===== src/rtl/shifter_pkg.sv =====
// Shared definitions for the pipelined barrel shifter: mode encodings and
// the helper that derives the shift-amount width from the data width.
package shifter_pkg;

   localparam logic [1:0] MODE_SLL = 2'b00;
   localparam logic [1:0] MODE_SRL = 2'b01;
   localparam logic [1:0] MODE_SRA = 2'b10;
   localparam logic [1:0] MODE_ROL = 2'b11;

   // Smallest w with 2**w >= width; for a power-of-two width this is log2(width).
   function automatic int shamt_width(input int width);
      int w;
      w = 0;
      for (int i = 0; i < 31; i++) begin
         if ((32'sd1 <<< i) < width) begin
            w = i + 1;
         end else begin
            w = w;
         end
      end
      return w;
   endfunction

endpackage


===== src/rtl/shift_stage.sv =====
// One level of the barrel shifter: shifts by DIST when the matching shamt bit
// is set, then registers the result with its valid/shamt/mode/sign/tag fields.
// The stage advances when empty or when downstream takes its contents.
module shift_stage
   import shifter_pkg::*;
#(
   parameter int WIDTH = 32,
   parameter int DIST = 1,
   parameter int TAG_W = 4,
   localparam int SHAMT_W = shamt_width(WIDTH)
) (
   input  logic               clock,
   input  logic               reset_n,
   input  logic               up_valid,
   output logic               up_ready,
   input  logic [WIDTH-1:0]   up_data,
   input  logic [SHAMT_W-1:0] up_shamt,
   input  logic [1:0]         up_mode,
   input  logic               up_sign,
   input  logic [TAG_W-1:0]   up_tag,
   output logic               dn_valid,
   input  logic               dn_ready,
   output logic [WIDTH-1:0]   dn_data,
   output logic [SHAMT_W-1:0] dn_shamt,
   output logic [1:0]         dn_mode,
   output logic               dn_sign,
   output logic [TAG_W-1:0]   dn_tag
);

   // Bit of shamt that this level is responsible for.
   localparam int K = shamt_width(DIST);

   logic               adv_s;
   logic [WIDTH-1:0]   shifted_s;
   logic [SHAMT_W-1:0] shamt_next_s;

   logic               valid_r;
   logic [WIDTH-1:0]   data_r;
   logic [SHAMT_W-1:0] shamt_r;
   logic [1:0]         mode_r;
   logic               sign_r;
   logic [TAG_W-1:0]   tag_r;

   // An empty stage always accepts, which lets bubbles collapse under stall.
   assign adv_s    = ~valid_r | dn_ready;
   assign up_ready = adv_s;

   // Apply this level's shift and retire the shamt bit it consumed.
   always_comb begin
      shifted_s    = up_data;
      shamt_next_s = up_shamt;
      shamt_next_s[K] = 1'b0;
      if (up_shamt[K]) begin
         case (up_mode)
            MODE_SLL: shifted_s = up_data << DIST;
            MODE_SRL: shifted_s = up_data >> DIST;
            MODE_SRA: shifted_s = {{DIST{up_sign}}, up_data[WIDTH-1:DIST]};
            MODE_ROL: shifted_s = (up_data << DIST) | (up_data >> (WIDTH - DIST));
            default:  shifted_s = up_data;
         endcase
      end else begin
         shifted_s = up_data;
      end
   end

   // Stage register: load on advance, hold every field while stalled.
   always_ff @(posedge clock) begin
      if (!reset_n) begin
         valid_r <= 1'b0;
         data_r  <= '0;
         shamt_r <= '0;
         mode_r  <= 2'b00;
         sign_r  <= 1'b0;
         tag_r   <= '0;
      end else if (adv_s) begin
         valid_r <= up_valid;
         if (up_valid) begin
            data_r  <= shifted_s;
            shamt_r <= shamt_next_s;
            mode_r  <= up_mode;
            sign_r  <= up_sign;
            tag_r   <= up_tag;
         end else begin
            data_r  <= data_r;
            shamt_r <= shamt_r;
            mode_r  <= mode_r;
            sign_r  <= sign_r;
            tag_r   <= tag_r;
         end
      end else begin
         valid_r <= valid_r;
         data_r  <= data_r;
         shamt_r <= shamt_r;
         mode_r  <= mode_r;
         sign_r  <= sign_r;
         tag_r   <= tag_r;
      end
   end

   assign dn_valid = valid_r;
   assign dn_data  = data_r;
   assign dn_shamt = shamt_r;
   assign dn_mode  = mode_r;
   assign dn_sign  = sign_r;
   assign dn_tag   = tag_r;

endmodule


===== src/rtl/pipelined_shifter.sv =====
// Pipelined barrel shifter: log2(WIDTH) registered shift levels chained with
// valid/ready handshakes. Supports SLL, SRL, SRA and ROL and carries a tag.
module pipelined_shifter
   import shifter_pkg::*;
#(
   parameter int WIDTH = 32,
   parameter int TAG_W = 4,
   localparam int SHAMT_W = shamt_width(WIDTH)
) (
   input  logic               clock,
   input  logic               reset_n,
   input  logic               in_valid,
   output logic               in_ready,
   input  logic [WIDTH-1:0]   in_data,
   input  logic [SHAMT_W-1:0] in_shamt,
   input  logic [1:0]         in_mode,
   input  logic [TAG_W-1:0]   in_tag,
   output logic               out_valid,
   input  logic               out_ready,
   output logic [WIDTH-1:0]   out_data,
   output logic [TAG_W-1:0]   out_tag,
   output logic               busy
);

   // Index 0 is the request side, index SHAMT_W is the last stage's register.
   logic [SHAMT_W:0]   valid_s;
   logic [SHAMT_W:0]   ready_s;
   logic [WIDTH-1:0]   data_s  [0:SHAMT_W];
   logic [SHAMT_W-1:0] shamt_s [0:SHAMT_W];
   logic [1:0]         mode_s  [0:SHAMT_W];
   logic [SHAMT_W:0]   sign_s;
   logic [TAG_W-1:0]   tag_s   [0:SHAMT_W];
   logic               unused_tail_s;

   assign valid_s[0] = in_valid;
   assign data_s[0]  = in_data;
   assign shamt_s[0] = in_shamt;
   assign mode_s[0]  = in_mode;
   // The operand MSB is captured once here and carried for SRA fill.
   assign sign_s[0]  = in_data[WIDTH-1];
   assign tag_s[0]   = in_tag;
   assign in_ready   = ready_s[0];

   assign ready_s[SHAMT_W] = out_ready;

   genvar k;
   for (k = 0; k < SHAMT_W; k++) begin : g_stage
      shift_stage #(
         .WIDTH (WIDTH),
         .DIST  (1 << k),
         .TAG_W (TAG_W)
      ) u_stage (
         .clock    (clock),
         .reset_n  (reset_n),
         .up_valid (valid_s[k]),
         .up_ready (ready_s[k]),
         .up_data  (data_s[k]),
         .up_shamt (shamt_s[k]),
         .up_mode  (mode_s[k]),
         .up_sign  (sign_s[k]),
         .up_tag   (tag_s[k]),
         .dn_valid (valid_s[k+1]),
         .dn_ready (ready_s[k+1]),
         .dn_data  (data_s[k+1]),
         .dn_shamt (shamt_s[k+1]),
         .dn_mode  (mode_s[k+1]),
         .dn_sign  (sign_s[k+1]),
         .dn_tag   (tag_s[k+1])
      );
   end

   assign out_valid = valid_s[SHAMT_W];
   assign out_data  = data_s[SHAMT_W];
   assign out_tag   = tag_s[SHAMT_W];
   assign busy      = |valid_s[SHAMT_W:1];

   // The last stage's shamt/mode/sign have no consumer past the pipeline.
   assign unused_tail_s = ^{shamt_s[SHAMT_W], mode_s[SHAMT_W], sign_s[SHAMT_W]};

endmodule


===== config.mk =====
export PLATFORM = sky130hd
export DESIGN_NAME = pipelined_shifter
export DESIGN_NICKNAME = d
export VERILOG_FILES = /design/src/rtl/shifter_pkg.sv /design/src/rtl/shift_stage.sv /design/src/rtl/pipelined_shifter.sv
export SDC_FILE = /design/constraint.sdc
export NUM_CORES = 1
export LEC_CHECK = 0
export ABC_AREA = 1
export CAP_MARGIN = 20
export CORE_UTILIZATION = 30
export CTS_BUF_LIST = sky130_fd_sc_hd__clkbuf_4 sky130_fd_sc_hd__clkbuf_8 sky130_fd_sc_hd__clkbuf_16
export DETAILED_ROUTE_END_ITERATION = 7
export HOLD_SLACK_MARGIN = 0.15
export PLACE_DENSITY_LB_ADDON = 0.25
export SLEW_MARGIN = 20
export SYNTH_ARGS = -nofsm -noshare
export SYNTH_HDL_FRONTEND = slang
export SYNTH_HIERARCHICAL = 1
export SYNTH_SLANG_ARGS = --single-unit

===== constraint.sdc =====
create_clock -name clock -period 1.9 [get_ports clock]
set_clock_uncertainty 0.15 [all_clocks]
set_input_delay 0.38 -clock clock [delete_from_list [all_inputs] [get_ports clock]]
set_output_delay 0.38 -clock clock [all_outputs]
set_load 0.05 [all_outputs]

==> results_dict.tcl <==
set metrics [dict create \
    cpMostUsedCell "nand2_4" \
    combPwrFrac_pct 15.5 \
    clockRootBuffer "clkbuf_16" \
    rr_startpoint "g_stage[3].u_stage/dn_valid" \
    die_width_um 193 \
    placed_cells 2106 \
    vias 10900 \
    crit_family "flip-flops" \
    drt_iter0_markers 860 \
    rsz0062_at_grt "true" \
    clk_pin_slew_ps 60 \
    failed_checks "design-rule violations, negative setup slack" \
    worstPathArrival_ps 1550 \
    die_h_um 193 \
    cpMaxStageDelayCell "dfxtp_1" \
    critPathMaxFanout 3 \
    areaGrowthSynthToFinish_pct 20.0 \
    io-pin-count 86 \
    utilization_pct 36.8 \
    ir_worst_vdd_v 0.000567 \
    grt_antenna_before_repair 0 \
    htreeDepth 1 \
    p_per_area_mw_per_mm2 824 \
    seqCellArea_mm2 0.00415 \
    slew_headroom_pct 70.2 \
    fillerInstances 3904 \
    fin_setup_tns_ps -197 \
    gr-total-overflow 0 \
    final_layout_size_suffix_gt1_share_pct 14.1 \
    core_mm2 0.0357 \
    die_area_mm2 0.0373 \
    start_util_pct 30.7 \
    startpoint "g_stage[3].u_stage/dn_valid" \
    fin_ws_ps -179 \
    routed_wl_um 33100 \
    hold_start "g_stage[0].u_stage/dn_tag[2]" \
    maxCapViolations 0 \
    cts_max_path_buffers 3 \
    cts_num_sinks 207 \
    std_cell_rows 69 \
    slowest_delay_ps 440 \
    switching_share_pct 28.5 \
    timing_worst_setup_path_type "reg -> out" \
    ys.warnings.count 6 \
    timing.hold.ws_ps 325 \
    sequentialPowerShare_pct 44.2 \
    clkPwrFrac_pct 40.3 \
    cp.required_ps 1370 \
    wire_per_inst_um 15.4 \
    grt_max_degree 57 \
    switching_power_uw 3080 \
    drtAntennaViolNets 0 \
    gp_congestion 0.827 \
    cts_buffers 24 \
    clock_latency_ps 530 \
    cp-start-kind "register" \
    timing.final.crit_share_pct 109 \
    setup_viol 2 \
    multiInputGateArea_mm2 0.00553 \
    path_buf_inv 4 \
    post-dp-hpwl_um 22600 \
    fin_crit_ps 2080 \
    power.internal_uw 7740 \
    cts_tree "yes" \
    drc 6 \
    via_per_inst 5.07 \
    netlist_instances 1625 \
    power_uw 10800 \
    min-delay-path-class "reg -> reg" \
    crit_path_cell_trace "nand2_4 > inv_2 > nand2_2 > inv_2 > nand2_4 > inv_4 > nand2_4 > buf_12" \
    final_nets 1725 \
    grt_pass1_wl_um 53700 \
    synth_fp_nets 1672 \
    avgSynthCellArea_um2 6.74 \
    antenna_cells 0 \
    cp-end-kind "primary output" \
    syn_area_mm2 0.0110 \
    dr.pass1.iters 8 \
    finalHoldViolCount 0 \
    fmax_mhz 481 \
    track_usage_pct 17.7 \
    status "complete, but fails checks" \
    p_leak_uw 0.00558 \
    drv_slew 0 \
    fin_cells 2153 \
    worst_pin_slew_ps 447 \
    first_global_vias 10100 \
    io_buffers 85 \
]
==> flip-flops by register name, indices dropped and copies added, names as in the netlist <==
signal	flops
g_stage.u_stage/dn_mode	8
g_stage.u_stage/dn_tag	20
g_stage.u_stage/dn_data	160
g_stage.u_stage/dn_sign	4
g_stage.u_stage/dn_shamt	10
g_stage.u_stage/dn_valid	5
==> placed cells by master, fill, tap and decap left out, types with 18 or more instances in the layout <==
master and count:
clkdlybuf4s50_1 45, buf_4 85, a21oi_2 18, nor2_1 104, o21ai_0 141, buf_12 21
clkbuf_16 25, nand2_1 269, inv_1 137, o21ai_1 38, a21oi_1 273, dfxtp_1 206
nand3_1 223
==> repair_timing <==
action,in CTS,in global routing
gates resized for setup,9,39
hold buffers,1,0
pin swaps,1,1
setup buffers,2,2
cloned,0,2
hold endpoints to repair,3,0
endpoints found under the setup margin,3,31
==> layout make-up <==
cell class | count | share of cell area (%)
clock buffers | 36 | 5.35
repair buffers | 154 | 11.8
multi-input cells | 1135 | 42.1
clock inverters | 4 | 0.257
inverters | 156 | 4.53
well taps | 461 | 4.39
flip-flops and latches | 207 | 31.6
==> power by group through the flow <==
stage	clock (uW)	combinational (uW)	sequential, uW
floorplan	0	1150	4820
global placement	0	1630	4870
detailed placement	0	1630	4870
CTS	4470	1640	4780
global route	4650	1880	4820
finish	4370	1670	4790
==> worst reg2reg max path: stages, from the launching register on <==
cell     delay [ps]
dfxtp_1         440
nand2_4          90
inv_2            50
nand2_2          50
inv_2            60
nand2_4          60
inv_4            60
nand2_4          50
buf_4           160
nand2_8          80
inv_4            70
buf_12          150
o21ai_0         180
a21oi_1          50
==> stage by stage <==
step	area, um2	worst slack (ps)
global route	13100	-248
CTS	13000	-217
global placement	12200	-379
detailed placement	12200	-464
finish	13100	-179
floorplan	11000	38.5
==> path summary, 6_finish.rpt <==
kind                              endpoint  slack, ps  depth (start not counted)
min reg2reg   g_stage[0].u_stage/dn_tag[2]        320                          2
max                               in_ready       -180                          8
max reg2reg  g_stage[0].u_stage/dn_data[8]         80                         13
min           g_stage[0].u_stage/dn_tag[2]        320                          2
==> per-layer routing <==
layer	track usage [%]	vias to the layer above	wire length [um]	part of all wire (%)
met5	0	-	0	0
met4	4.78	0	727	2.2
li1	-	5491	-	-
met1	25.0	5040	15500	47
met3	2.91	57	1930	5.8
met2	27.5	317	15000	45
Power figures use the tool's default switching activity.
